File: config.mk
export PLATFORM = sky130hd
export DESIGN_NAME = dmem_arb_flat
export DESIGN_NICKNAME = d
export VERILOG_FILES = /design/src/rtl/dmem_arb_if.sv /design/src/rtl/dmem_arb.sv /design/src/flat_wrapper.sv
export SDC_FILE = /design/constraint.sdc
export NUM_CORES = 1
export LEC_CHECK = 0
export ABC_AREA = 1
export ABC_CLOCK_PERIOD_IN_PS = 4000
export BUFFER_PORTS_ARGS = -buffer_cell sky130_fd_sc_hd__buf_2
export CAP_MARGIN = 10
export CORE_ASPECT_RATIO = 1.25
export CORE_MARGIN = 2
export CORE_UTILIZATION = 30
export CTS_CLUSTER_SIZE = 8
export DETAILED_ROUTE_END_ITERATION = 8
export GPL_ROUTABILITY_DRIVEN = 0
export SETUP_SLACK_MARGIN = 0.2
export SYNTH_ARGS = -nofsm -noshare
export SYNTH_HDL_FRONTEND = slang
export SYNTH_SLANG_ARGS = --single-unit
File: constraint.sdc
create_clock -name clk -period 4 [get_ports clk]
set_input_delay 0.4 -clock clk [delete_from_list [all_inputs] [get_ports clk]]
set_output_delay 0.4 -clock clk [all_outputs]
set_load 0.1 [all_outputs]
File: src/rtl/dmem_arb_if.sv
// Bundle of the load-queue, store-queue and cache-port signals around dmem_arb.
// slave is the arbiter's view; master is the requesters' and cache's view.
interface dmem_arb_if;
   logic        ldq_valid;
   logic        ldq_ready;
   logic [31:0] ldq_addr;
   logic [3:0]  ldq_rmask;
   logic        ldq_resp;
   logic [31:0] ldq_rdata;

   logic        stq_valid;
   logic        stq_ready;
   logic [31:0] stq_addr;
   logic [3:0]  stq_wmask;
   logic [31:0] stq_wdata;
   logic        stq_resp;

   logic [31:0] dmem_addr;
   logic [3:0]  dmem_rmask;
   logic [3:0]  dmem_wmask;
   logic [31:0] dmem_wdata;
   logic [31:0] dmem_rdata;
   logic        dmem_resp;

   modport slave (
      input  ldq_valid, ldq_addr, ldq_rmask,
      input  stq_valid, stq_addr, stq_wmask, stq_wdata,
      input  dmem_rdata, dmem_resp,
      output ldq_ready, ldq_resp, ldq_rdata,
      output stq_ready, stq_resp,
      output dmem_addr, dmem_rmask, dmem_wmask, dmem_wdata
   );

   modport master (
      output ldq_valid, ldq_addr, ldq_rmask,
      output stq_valid, stq_addr, stq_wmask, stq_wdata,
      output dmem_rdata, dmem_resp,
      input  ldq_ready, ldq_resp, ldq_rdata,
      input  stq_ready, stq_resp,
      input  dmem_addr, dmem_rmask, dmem_wmask, dmem_wdata
   );
endinterface

File: src/rtl/dmem_arb.sv
// Load/store queue arbiter onto a single data-cache port, one request in flight.
// Define DMEM_ARB_RR_EN for round-robin grants instead of load priority with starvation guard.
module dmem_arb #(
   parameter int unsigned STARVE_LIMIT = 8
) (
   input logic       clk,
   input logic       rst_n,
   dmem_arb_if.slave bus
);

   typedef enum logic [1:0] {IDLE, LD_BUSY, ST_BUSY} state_t;

   state_t      state;
   logic [31:0] addr_q;
   logic [31:0] wdata_q;
   logic [3:0]  rmask_q;
   logic [3:0]  wmask_q;
   logic        ld_win;
   logic        ld_acc;
   logic        st_acc;

`ifdef DMEM_ARB_RR_EN
   logic rr_last;  // 1: store was granted last

   always_comb begin
      ld_win = bus.ldq_valid && (!bus.stq_valid || rr_last);
   end
`else
   localparam logic [3:0] LIMIT = 4'(STARVE_LIMIT);
   logic [3:0] starve_cnt;

   always_comb begin
      ld_win = bus.ldq_valid && !(bus.stq_valid && (starve_cnt == LIMIT));
   end
`endif

   // Ready is masked by rst_n so every output reads 0 while reset is held.
   always_comb begin
      bus.ldq_ready  = rst_n && (state == IDLE) && ld_win;
      bus.stq_ready  = rst_n && (state == IDLE) && bus.stq_valid && !ld_win;
      ld_acc         = bus.ldq_valid && bus.ldq_ready;
      st_acc         = bus.stq_valid && bus.stq_ready;
      bus.ldq_resp   = (state == LD_BUSY) && bus.dmem_resp;
      bus.stq_resp   = (state == ST_BUSY) && bus.dmem_resp;
      bus.ldq_rdata  = bus.ldq_resp ? bus.dmem_rdata : '0;
      bus.dmem_addr  = addr_q;
      bus.dmem_wdata = wdata_q;
      bus.dmem_rmask = (state == LD_BUSY) ? rmask_q : '0;
      bus.dmem_wmask = (state == ST_BUSY) ? wmask_q : '0;
   end

   always_ff @(posedge clk or negedge rst_n) begin
      if (!rst_n) begin
         state   <= IDLE;
         addr_q  <= '0;
         wdata_q <= '0;
         rmask_q <= '0;
         wmask_q <= '0;
`ifdef DMEM_ARB_RR_EN
         rr_last <= 1'b1;
`else
         starve_cnt <= '0;
`endif
      end else begin
         case (state)
            IDLE: begin
               if (ld_acc) begin
                  addr_q  <= bus.ldq_addr;
                  rmask_q <= bus.ldq_rmask;
                  state   <= LD_BUSY;
               end else if (st_acc) begin
                  addr_q  <= bus.stq_addr;
                  wmask_q <= bus.stq_wmask;
                  wdata_q <= bus.stq_wdata;
                  state   <= ST_BUSY;
               end
`ifdef DMEM_ARB_RR_EN
               if (ld_acc)
                  rr_last <= 1'b0;
               else if (st_acc)
                  rr_last <= 1'b1;
`else
               if (!bus.stq_valid || st_acc)
                  starve_cnt <= '0;
               else if (ld_acc && (starve_cnt != LIMIT))
                  starve_cnt <= starve_cnt + 4'd1;
`endif
            end
            LD_BUSY, ST_BUSY: begin
               if (bus.dmem_resp)
                  state <= IDLE;
            end
            default: state <= IDLE;
         endcase
      end
   end

endmodule
File: src/flat_wrapper.sv
// flat-port wrapper written by rule: the top's interface ports become plain ports
module dmem_arb_flat 
#(
   parameter int unsigned STARVE_LIMIT = 8
)
  (clk, rst_n, bus_ldq_valid, bus_ldq_addr, bus_ldq_rmask, bus_stq_valid, bus_stq_addr, bus_stq_wmask, bus_stq_wdata, bus_dmem_rdata, bus_dmem_resp, bus_ldq_ready, bus_ldq_resp, bus_ldq_rdata, bus_stq_ready, bus_stq_resp, bus_dmem_addr, bus_dmem_rmask, bus_dmem_wmask, bus_dmem_wdata);
  dmem_arb_if bus_i ();
  input logic clk;
  input logic rst_n;
  input wire logic [$bits(bus_i.ldq_valid)-1:0] bus_ldq_valid;
  input wire logic [$bits(bus_i.ldq_addr)-1:0] bus_ldq_addr;
  input wire logic [$bits(bus_i.ldq_rmask)-1:0] bus_ldq_rmask;
  input wire logic [$bits(bus_i.stq_valid)-1:0] bus_stq_valid;
  input wire logic [$bits(bus_i.stq_addr)-1:0] bus_stq_addr;
  input wire logic [$bits(bus_i.stq_wmask)-1:0] bus_stq_wmask;
  input wire logic [$bits(bus_i.stq_wdata)-1:0] bus_stq_wdata;
  input wire logic [$bits(bus_i.dmem_rdata)-1:0] bus_dmem_rdata;
  input wire logic [$bits(bus_i.dmem_resp)-1:0] bus_dmem_resp;
  output wire logic [$bits(bus_i.ldq_ready)-1:0] bus_ldq_ready;
  output wire logic [$bits(bus_i.ldq_resp)-1:0] bus_ldq_resp;
  output wire logic [$bits(bus_i.ldq_rdata)-1:0] bus_ldq_rdata;
  output wire logic [$bits(bus_i.stq_ready)-1:0] bus_stq_ready;
  output wire logic [$bits(bus_i.stq_resp)-1:0] bus_stq_resp;
  output wire logic [$bits(bus_i.dmem_addr)-1:0] bus_dmem_addr;
  output wire logic [$bits(bus_i.dmem_rmask)-1:0] bus_dmem_rmask;
  output wire logic [$bits(bus_i.dmem_wmask)-1:0] bus_dmem_wmask;
  output wire logic [$bits(bus_i.dmem_wdata)-1:0] bus_dmem_wdata;
  assign bus_i.ldq_valid = bus_ldq_valid;
  assign bus_i.ldq_addr = bus_ldq_addr;
  assign bus_i.ldq_rmask = bus_ldq_rmask;
  assign bus_i.stq_valid = bus_stq_valid;
  assign bus_i.stq_addr = bus_stq_addr;
  assign bus_i.stq_wmask = bus_stq_wmask;
  assign bus_i.stq_wdata = bus_stq_wdata;
  assign bus_i.dmem_rdata = bus_dmem_rdata;
  assign bus_i.dmem_resp = bus_dmem_resp;
  assign bus_ldq_ready = bus_i.ldq_ready;
  assign bus_ldq_resp = bus_i.ldq_resp;
  assign bus_ldq_rdata = bus_i.ldq_rdata;
  assign bus_stq_ready = bus_i.stq_ready;
  assign bus_stq_resp = bus_i.stq_resp;
  assign bus_dmem_addr = bus_i.dmem_addr;
  assign bus_dmem_rmask = bus_i.dmem_rmask;
  assign bus_dmem_wmask = bus_i.dmem_wmask;
  assign bus_dmem_wdata = bus_i.dmem_wdata;
  dmem_arb #(.STARVE_LIMIT(STARVE_LIMIT)) u_core (.clk(clk), .rst_n(rst_n), .bus(bus_i));
endmodule
### Yosys cells after proc, flatten, opt, wreduce, memory -nomap -nowiden

Index checks and enable logic that the tools add are counted.

| storage, ports and cells | value |
|---|---|
| bits in registers | 78 |
| bits of input ports | 141 |
| output and inout port bits | 108 |
| word-level logic and storage cells | 49 |

| cells by class | value |
|---|---|
| $add $sub $neg | 1 |
| equal/unequal tests | 6 |
| multiplexer cells | 11 |
| bitwise logic cells | 1 |
| reductions and logical operators | 24 |

Operator list:

| kind | count |
|---|---|
| $mux W32 | 3 |
| $mux W4 | 4 |
| $logic_and A1 B1 Y1 | 11 |
| $reduce_and A2 Y1 | 4 |
| $mux W2 | 3 |
| $add A4 B1 Y4 const B | 1 |
| $eq A4 B4 Y1 const B | 1 |
| $ne A4 B4 Y1 const B | 1 |
| $pmux W2 S2 | 1 |
| $reduce_bool A2 Y1 | 2 |
| $logic_not A1 Y1 | 3 |
| $ne A3 B1 Y1 const B | 1 |
| $reduce_and A3 Y1 | 1 |
| $eq A2 B1 Y1 const B | 1 |
| $eq A2 B2 Y1 const B | 1 |
| $logic_not A2 Y1 | 1 |
| $ne A2 B2 Y1 const B | 1 |
| $reduce_or A2 Y1 | 1 |
| $logic_or A1 B1 Y1 | 1 |
| $not A1 Y1 | 1 |

### Longest topological paths before layout

Gate-level depths: netlist (run 1).

| depth | value |
|---|---|
| word-level depth | 10 |
| mapped depth | 12 |
| mapped depth without buffers | 10 |

### Worst setup path before layout (run 1)

OpenSTA, ideal clock, no wires.

| timing | value |
|---|---|
| kind | flip-flop to output port |
| start | reg u_core.state[1] |
| end | out bus_ldq_rdata[17] |
| arrival | 2250 ps |
| data required time | 3600 ps |
| setup slack | 1350 ps |
| cell stages (with the launch flop) | 6 |
| buffers on the path | 1 |
| path through | dfrtp_1 > inv_1 > ha_1 > nand2_1 > clkbuf_1 > nor2_1 |

| on the way | value |
|---|---|
| cells in the longest elaborated chain, start to end | 3 |

Ends and longest elaborated chain:

| item | RTL line | text |
|---|---|---|
| start, declared | dmem_arb.sv:13 | `state_t state;` |
| start signal, assigned | dmem_arb.sv:54 | `state <= IDLE;` |
| start signal, assigned | dmem_arb.sv:70 | `state <= LD_BUSY;` |
| start signal, assigned | dmem_arb.sv:75 | `state <= ST_BUSY;` |
| $eq A2 B1 Y1 | dmem_arb.sv:43 | `bus.ldq_resp = (state == LD_BUSY) && bus.dmem_resp;` |
| $logic_and A1 B1 Y1 | dmem_arb.sv:43 |  |
| $mux W32 | dmem_arb.sv:45 | `bus.ldq_rdata = bus.ldq_resp ? bus.dmem_rdata : '0;` |
| end, declared | flat_wrapper.sv:21 | `output wire logic [$bits(bus_i.ldq_rdata)-1:0] bus_ldq_rdata;` |

No other way between the ends.

### Worst setup path in the final report (run 1)

| timing | value |
|---|---|
| start | in rst_n |
| end | out bus_stq_ready |

| on the way | value |
|---|---|
| cells in the longest elaborated chain, start to end | 3 |

Ends and longest elaborated chain:

| item | RTL line | text |
|---|---|---|
| start, declared | flat_wrapper.sv:9 | `input logic rst_n;` |
| $logic_and A1 B1 Y1 (3 in series) | dmem_arb.sv:40 | `bus.stq_ready = rst_n && (state == IDLE) && bus.stq_valid && !ld_win;` |
| end, declared | flat_wrapper.sv:22 | `output wire logic [$bits(bus_i.stq_ready)-1:0] bus_stq_ready;` |

No other way between the ends.

==> impl_results.md, run 1 <==
* Outcome: finished clean
* Mapped Nets at 629
* Max clock buf depth at 2
* DR DRC count at 0
* Area fraction of the dominant cell type after synthesis at a little over half
* Wirelength per Cell at 12.9 µm
* CTS tree: yes
* IO Pins at ~250
* Synth area leaders: dfrtp_1, nand2_1, inv_1
* Worst Hold End: u_core.bus.dmem_wdata[15]
* CP startpoint kind: input port
* Setup violations, final at 0
* Root Driver: clkbuf_16
* Worst r2r path cells at 9
* Post-CTS Setup Repair Bufs at 0
* RSZ-0062 raised after global routing: false
* Share of layout cells above drive strength 1 at 37.1%
* Crit. End Element: primary output
* Detailed placement HPWL at 8540 µm
* Fin crit share at 86.5%
* Max-slew headroom at 37.2%
* Initial Utilization at 30.4%
* First-pass GRT wire length at ~17000 µm
* Sink Count at 78
* Worst Path Required at between 3 and 4 ns
* Via count of the first global-routing pass at 3630
* Distinct cells, synth at 20
* Worst-Skew Late Latency at between 0.3 and 0.4 ns
* Final WL at 11500 µm
* CTS buffer count at 9
* Filler cells at approximately 1200
* Fin. max-slew vios at 0
* Sequential cell area at 1950 µm²
* # diodes at 0
* GRT overflow at 0
* Largest net degree at the start of global routing at 59
* Worst R2R Setup Slack at 1.09 ns
* FMAX at 0.289 GHz
* Port buffer count at 248
* Reg-to-Reg Start: u_core.state[0]
* Maxcap violations at 0
* Worst hold path class: input port to flip-flop
* Multi-input logic area at approximately 1400 µm²
* Site row count at 45
* Min-Delay Path Depth at 3
* Tot GR Track Use at about 17%
* Crit Path Max Fanout at 40
* Final setup TNS at 0 ns
* Reg-to-Reg End: u_core.bus.dmem_addr[21]
* Seq cells post-synth at 78
* Final Skew at 0.00723 ns
* Die H at 127 µm
* Area Growth Syn to Fin at 47.1%
* Final hold violation count at 0
* Placeable Area at roughly 12000 µm²
* Clk slew on worst S/H paths at 0.06 ns
* Post-Syn Instances at 483
* Yosys warns at 0
* Post-route ant nets at 0
* Pre-antenna DRT Iters at 4
* Area leader, netlist: dfrtp_1
* DR iter-0 viols at ~170
* Data arrival, critical path at 3.06 ns
* Die footprint at 13000 µm²
* Hold path startpoint: bus_stq_wdata[15]
* Critical path type: input port to primary output
* Fin crit period at roughly 3.5 ns
* Vias at 3876
* Slew @ Worst Pin at 0.939 ns
* Sequential-to-total area share from yosys stat at 53.6%
* # nets final at 872
* Initial antenna violation count at 0
* CTS H-tree depth at 3
* Vias per cell at approximately 4.3
* DIE WIDTH at between 100 and 150 µm
* Post-synthesis area per instance at 7.54 µm²
* Synth Cell Area at 3640 µm²
## cells in the final DEF (no fill, tap or decap), types with 2 or more instances in the layout
| cell | count |
|---|---|
| inv_1 | 55 |
| buf_2 | 246 |
| ha_1 | 5 |
| nand2_1 | 241 |
| nand3_1 | 35 |
| nand4_1 | 2 |
| buf_4 | 5 |
| bufinv_16 | 3 |
| dfrtp_1 | 78 |
| o21ai_0 | 3 |
| a21oi_1 | 2 |
| clkbuf_16 | 9 |
| nor2_1 | 34 |
## Yosys cell counts
master	number
nand3_2	1
o21ai_0	3
nand4_1	2
buf_4	2
xor2_1	1
buf_2	7
inv_2	1
clkbuf_1	8
nand2_2	1
o211ai_1	1
ha_1	5
nand3_1	35
nor2_2	1
nor2_1	34
nand2_1	241
a21oi_1	2
a21boi_1	1
dfrtp_1	78
buf_6	4
inv_1	55
## layout make-up
cell class,instances,area share [%]
flip-flops and latches,78,36.4
multi-input cells,328,25.3
repair buffers,253,24.2
clock buffers,9,4.20
inverters,56,3.92
well taps,164,3.83
clock inverters,6,2.08
## stage by stage
stage	utilization [%]	hold slack (ns)	worst slack [ns]	instance area [µm²]	std cells
global route	44.7	0.256	0.270	5360	894
global placement	41.8	0.310	1.13	5010	878
CTS	44.7	0.243	0.508	5360	894
finish	44.7	0.259	0.542	5360	894
detailed placement	41.8	0.315	1.01	5010	878
floorplan	-	0.104	1.35	3640	483
## state kept, by name, summed over array words and instances, names as in the netlist
register / flops
u_core.bus.dmem_wdata: 32
u_core.starve_cnt: 4
u_core.state: 2
u_core.wmask_q: 4
u_core.bus.dmem_addr: 32
u_core.rmask_q: 4
## worst max-delay path by stage
stage / slack [ns] / cells past startpoint / start / endpoint
6_report: 0.54 / 7 / rst_n / bus_stq_ready
5_1_grt: 0.27 / 7 / rst_n / bus_stq_ready
4_1_cts: 0.51 / 7 / rst_n / bus_stq_ready
3_5_place_dp: 1.01 / 8 / rst_n / u_core.bus.dmem_addr[4]
3_3_place_gp: 1.13 / 8 / rst_n / u_core.bus.dmem_wdata[4]
2_1_floorplan: 1.35 / 5 / u_core.state[1] / bus_ldq_rdata[17]
## per-layer routing
metal	vias to the layer above	part of all wire [%]	wire length, µm	track usage [%]
met2	184	52	5960	31.3
met5	-	0	0	0
met3	12	8.3	962	4.87
met1	1761	39	4460	18.8
met4	0	1.2	139	5.02
li1	1919	-	-	-
## critical path, cell delays in order
cell	delay (ns)
dlygate4sd3_1	0.56
buf_4	0.31
nand2_1	0.13
nor2_2	0.18
nand2_2	0.46
inv_2	0.72
buf_12	0.26
## kinds of logic (layout without fill, tap and decap cells)
group | count (synthesis) | count (layout) | share of synthesized area [%]
compound gates | 7 | 7 | 1.10
xor+xnor | 1 | 1 | 0.241
fa+ha+maj | 5 | 5 | 1.72
buf+inv | 77 | 324 | 9.21
flops | 78 | 78 | 53.6
simple gates | 315 | 315 | 34.1
## timing repair
item,in CTS,in global routing
hold buffers,1,0
hold endpoints to repair,20,0
gates resized for setup,0,0
setup endpoints to repair,0,0
Power of run 1 is left out: the tool's default activity adds up to more than one toggle a clock period on the data nets, which glitch-free logic cannot reach.
==> run 2, diff against run 1 <==
- CORE_ASPECT_RATIO: 1.25 -> unset
- GPL_TIMING_DRIVEN: unset -> 0
==> run 2 against run 1 <==
Hold slack lost 0.21 ns. Count of clock-buffer cells in the layout is the same. Fmax grew 26%. Critical endpoint unchanged. Register-to-register slack better by 1.1 ns. Via count increased by 1.4%. Setup slack improved by 0.71 ns. Final cell count is 0.11% higher. Final area rose by 1.4%. Non-clock buffer count rose by 17. Clock skew up 0.0023 ns. Critical path depth grew 1.
==> impl_results.md, run 2 (synthesis gave the netlist of run 1 again) <==
* Leading cell types in the layout, fill and taps excluded: buf_2, nand2_1, dfrtp_1
* Tot GR Track Use at 17.8% (+0.76 points)
* Worst R2R Setup Slack at 2.20 ns (+1.11 ns)
* Crit path capture: bus_stq_ready
* Slew @ Worst Pin at 0.547 ns (-0.392 ns)
* WP depth at 8 (+1)
* Share of layout cells above drive strength 1 at 37.7% (+0.58 points)
* Die footprint at 13000 µm² (about the same)
* Vias at 3931 (+1.4%)
* Final setup TNS at 0 ns (unchanged)
* Detailed placement HPWL at 9130 µm (+6.8%)
* Vias per cell at 4.39 (+1.3%)
* CP startpoint kind: flip-flop
* Worst r2r path cells at 9 (unchanged)
* Worst Path Required at 3.60 ns (about the same)
* Clk slew on worst S/H paths at 0.06 ns (about the same)
* Cts hold-fix bufs at 0 (-1)
* Maxcap violations at 0 (unchanged)
* Outcome: finished clean
* Fin crit period at 2.75 ns (-0.706 ns)
* Worst hold path class: input port to asynchronous set/reset pin
* Initial antenna violation count at 0 (unchanged)
* Final WL at 11600 µm (+0.75%)
* Setup violations, final at 0 (unchanged)
* GRT overflow at 0 (unchanged)
* CTS buffer count at 9 (unchanged)
* Critical-path top delay cell: buf_2
* CTS tree: yes
* Final hold violation count at 0 (unchanged)
* Reg-to-Reg Start: u_core.state[0]
* Largest net degree at the start of global routing at 42 (-29%)
* Post-CTS Setup Repair Bufs at 0 (unchanged)
* Crit Path Max Fanout at 10 (-75%)
* Worst path most repeated cell: buf_2
* First-pass GRT wire length at 18100 µm (+5.9%)
* Max clock buf depth at 2 (unchanged)
* CP Launch Point: u_core.state[0]
* Wirelength per Cell at 13.0 µm (+0.64%)
* CP cell instances: inv_1 -> ha_1 -> nand2_1 -> nor2_2 -> nand2_2 -> inv_2 -> buf_2 -> buf_2
* IO Pins at 249 (unchanged)
* Post-route ant nets at 0 (unchanged)
* # nets final at 889 (+1.9%)
* Max-slew headroom at 63.5% (+26 points)
* Site row count at 40 (-11%)
* Initial Utilization at 30.6% (+0.21 points)
* Via count of the first global-routing pass at 3959 (+9.1%)
* RSZ-0062 raised after global routing: false
* Filler cells at 1203 (-0.083%)
* Placeable Area at 11900 µm² (-0.68%)
* Slowest Stage Delay on Critical Path at 0.46 ns (-0.26 ns)
* Die H at 114 µm (-10%)
* Commonest non-fill, non-tap cell in the layout: buf_2
* Root Driver: clkbuf_16
* Data arrival, critical path at 2.35 ns (-0.71 ns)
* CTS H-tree depth at 3 (unchanged)
* Crit path max-delay family: buffers and inverters
* Final Skew at 0.00948 ns (+0.00225 ns)
* Fin crit share at 68.8% (-18 points)
* Port buffer count at 248 (unchanged)
* Buffers plus inverters on the worst setup path at 4 (unchanged)
* Fin. max-slew vios at 0 (unchanged)
* DR DRC count at 0 (unchanged)
* DIE WIDTH at 114 µm (+11%)
* Pre-antenna DRT Iters at 6 (+2)
* Worst-Skew Late Latency at 0.33 ns (about the same)
* Area Growth Syn to Fin at 49.2%
* DR iter-0 viols at 109 (-37%)
* Crit. End Element: primary output
* Reg-to-Reg End: u_core.bus.dmem_addr[31]
* Sink Count at 78 (unchanged)
* # resized after CTS at 0 (unchanged)
* # diodes at 0 (unchanged)
* FMAX at 0.363 GHz (+26%)
* Critical path type: flip-flop to primary output
[run 2: worst min-delay path by stage]
| stage | slack, ns | startpoint | to |
|---|---|---|---|
| floorplan | 0.10 | rst_n | u_core.bus.dmem_addr[0] |
| global placement | 0.46 | u_core.bus.dmem_wdata[30] | u_core.bus.dmem_wdata[30] |
| detailed placement | 0.42 | rst_n | u_core.bus.dmem_wdata[31] |
| CTS | 0.06 | rst_n | u_core.bus.dmem_wdata[31] |
| global route | 0.08 | rst_n | u_core.bus.dmem_wdata[31] |
| finish | 0.05 | rst_n | u_core.bus.dmem_wdata[31] |
[run 2: per-layer routing]
metal  track usage [%]  up-vias  routed length, µm
met5                 0        -                  0
met4              6.59        0                177
met3              4.13       13                797
met2              34.4      170               6070
met1              18.7     1789               4570
li1                  -     1959                  -
[run 2: final cells by class]
class	instances	area, µm²	area share (%)
plain buffers	21	125	2.30
clock buffers	9	225	4.14
clock inverters	7	120	2.21
inverters	56	210	3.87
multi-input cells	328	1350	24.9
flip-flops and latches	78	1950	35.9
well taps	147	184	3.38
repair buffers	249	1260	23.3
[run 2: through the flow]
| step | hold slack (ns) | std cells | utilization (%) | instance area [µm²] | setup WS [ns] |
|---|---|---|---|---|---|
| after floorplan | 0.104 | 483 | - | 3640 | 1.35 |
| after global placement | 0.459 | 878 | 42.5 | 5070 | 0.289 |
| after detailed placement | 0.420 | 879 | 42.7 | 5090 | 1.31 |
| after CTS | 0.0634 | 895 | 45.6 | 5430 | 1.19 |
| after global routing | 0.0788 | 895 | 45.6 | 5430 | 1.02 |
| final | 0.0461 | 895 | 45.6 | 5430 | 1.25 |
Power of run 2 is left out for the same reason.
==> run 3, diff against run 2 <==
- ABC_CLOCK_PERIOD_IN_PS: 4000 -> 2470
- clock period: 4 -> 2.47 ns (I/O delays scaled with it)
==> run 3 against run 2 <==
Hold slack gained 0.061 ns. Register-to-register slack lost 1.5 ns. Sequential share of layout area fell by 1.4 points. Critical path type unchanged. Highest routed layer unchanged.
==> impl_results.md, run 3 (synthesis gave the netlist of run 1 again) <==
* DR DRC count at 0 (unchanged)
* Share of layout cells above drive strength 1 at 38.4% (+0.70 points)
* CP Launch Point: u_core.state[0]
* Fin. max-slew vios at 0 (unchanged)
* Filler cells at 1165 (-3.2%)
* Final hold violation count at 0 (unchanged)
* GRT met3 Usage at 4.18% (+0.053 points)
* Final WL at 11800 µm (+2.0%)
* Max-slew headroom at 64.7% (+1.2 points)
* Vias at 3930 (-0.025%)
* Pre-antenna DRT Iters at 4 (-2)
* Worst-Skew Late Latency at 0.33 ns (about the same)
* Fin crit share at 87.6%
* Reg-to-Reg Start: u_core.state[0]
* Clk slew on worst S/H paths at 0.06 ns (about the same)
* Final core area utilization at 47.5% (+1.9 points)
* Initial antenna violation count at 0 (unchanged)
* Placeable Area at 11900 µm² (unchanged)
* CP startpoint kind: flip-flop
* # nets final at 891 (+0.22%)
* Wirelength per Cell at 13.2 µm (+1.7%)
* Worst hold path class: input port to flip-flop
* Multi-input logic area at 1370 µm² (+1.3%)
* Initial Utilization at 30.6% (unchanged)
* CTS H-tree depth at 3 (unchanged)
* Hold path startpoint: bus_stq_wdata[8]
* Sink Count at 78 (unchanged)
* Port buffer count at 248 (unchanged)
* Data arrival, critical path at 1.92 ns (-0.43 ns)
* Max clock buf depth at 2 (unchanged)
* First-pass GRT wire length at 18300 µm (+1.2%)
* Fin crit period at 2.16 ns
* Met1 usage at 19.1% (+0.34 points)
* Final Skew at 0.00881 ns (-0.000673 ns)
* Critical path type: flip-flop to primary output
* Worst setup margin at 0.306 ns (-0.942 ns)
* Post-route ant nets at 0 (unchanged)
* Largest net degree at the start of global routing at 42 (unchanged)
* Worst Path Required at 2.22 ns (-1.38 ns)
* Maxcap violations at 0 (unchanged)
* DIE WIDTH at 114 µm (unchanged)
* M2 GR Usage at 34.8% (+0.40 points)
* Outcome: finished clean
* Pre-CTS worst setup slack at 0.0890 ns (-1.22 ns)
* Vias per cell at 4.38 (-0.25%)
* FMAX at 0.462 GHz
* Min-Delay Path Depth at 3
* Site row count at 40 (unchanged)
* Worst r2r path cells at 10 (+1)
* RSZ-0062 raised after global routing: true
* Via count of the first global-routing pass at 3982 (+0.58%)
* Area Growth Syn to Fin at 55.5%
* Setup violations, final at 0 (unchanged)
* Tot GR Track Use at 18.1% (+0.24 points)
* Crit. End Element: primary output
* Slew @ Worst Pin at 0.530 ns (-0.0178 ns)
* Die footprint at 13000 µm² (unchanged)
* Die H at 114 µm (unchanged)
* DR iter-0 viols at 109 (unchanged)
* CTS buffer count at 9 (unchanged)
* IO Pins at 249 (unchanged)
* Root Driver: clkbuf_16
* Crit Path Max Fanout at 10 (unchanged)
* # diodes at 0 (unchanged)
* GRT overflow at 0 (unchanged)
* Detailed placement HPWL at 9130 µm (unchanged)
* CTS tree: yes
* Leading cell types in the layout, fill and taps excluded: nand2_1, buf_2, dfrtp_1
* Commonest non-fill, non-tap cell in the layout: nand2_1
* GRT busiest layer: met2
* Sequential cell area at 1950 µm² (unchanged)
## run 3: cell count changes in the layout (fill, tap and decap cells not counted), sizes merged
cell / delta
buf: +1
dlygate4sd3: +1
## run 3: per-layer routing
metal | vias up | share of wire (%)
met5 | - | 0
met4 | 0 | 1.3
met3 | 12 | 7.1
met2 | 169 | 52
met1 | 1785 | 39
li1 | 1964 | -
## run 3: critical path, stage by stage (launching register included)
cell and delay, ns:
dfrtp_1 0.39, inv_1 0.09, ha_2 0.23, nand2_1 0.12, nor2_4 0.14, nand2_2 0.12
inv_4 0.11, buf_4 0.19, buf_12 0.19
## run 3: path summary, 6_finish.rpt
path / to / slack (ns)
min in group asynchronous: u_core.bus.dmem_wdata[26] / 0.49
worst max-delay path: bus_stq_ready / 0.31
worst min register to register: u_core.wmask_q[0] / 0.48
worst min-delay path: u_core.bus.dmem_wdata[8] / 0.11
max in group asynchronous: u_core.bus.dmem_wdata[1] / 1.77
worst max register to register: u_core.bus.dmem_addr[29] / 0.72
## run 3: area by class of cell
cell class	instances	share of cell area [%]
sequential	78	34.5
timing repair buffer	251	25.8
multi-input combinational	328	24.2
clock buffer	9	3.98
inverter	56	3.76
tap	147	3.25
buffer	21	2.43
clock inverter	7	2.12
## run 3: timing repair
item	4_1_cts	5_1_grt
gates resized for setup	42	26
endpoints found under the setup margin	32	32
endpoints found under the hold margin	37	0
hold buffers	2	0
setup buffers	0	0
## run 3: metrics by stage
stage	std cells	instance area [µm²]	hold slack (ns)	setup TNS [ns]
after CTS	897	5580	0.0933	0
final	897	5660	0.107	0
after global routing	897	5660	0.104	0
after global placement	878	5070	0.443	-36.65
after detailed placement	879	5090	0.267	0
after floorplan	483	3640	-0.0486	-0.782
Power of run 3 is left out for the same reason.
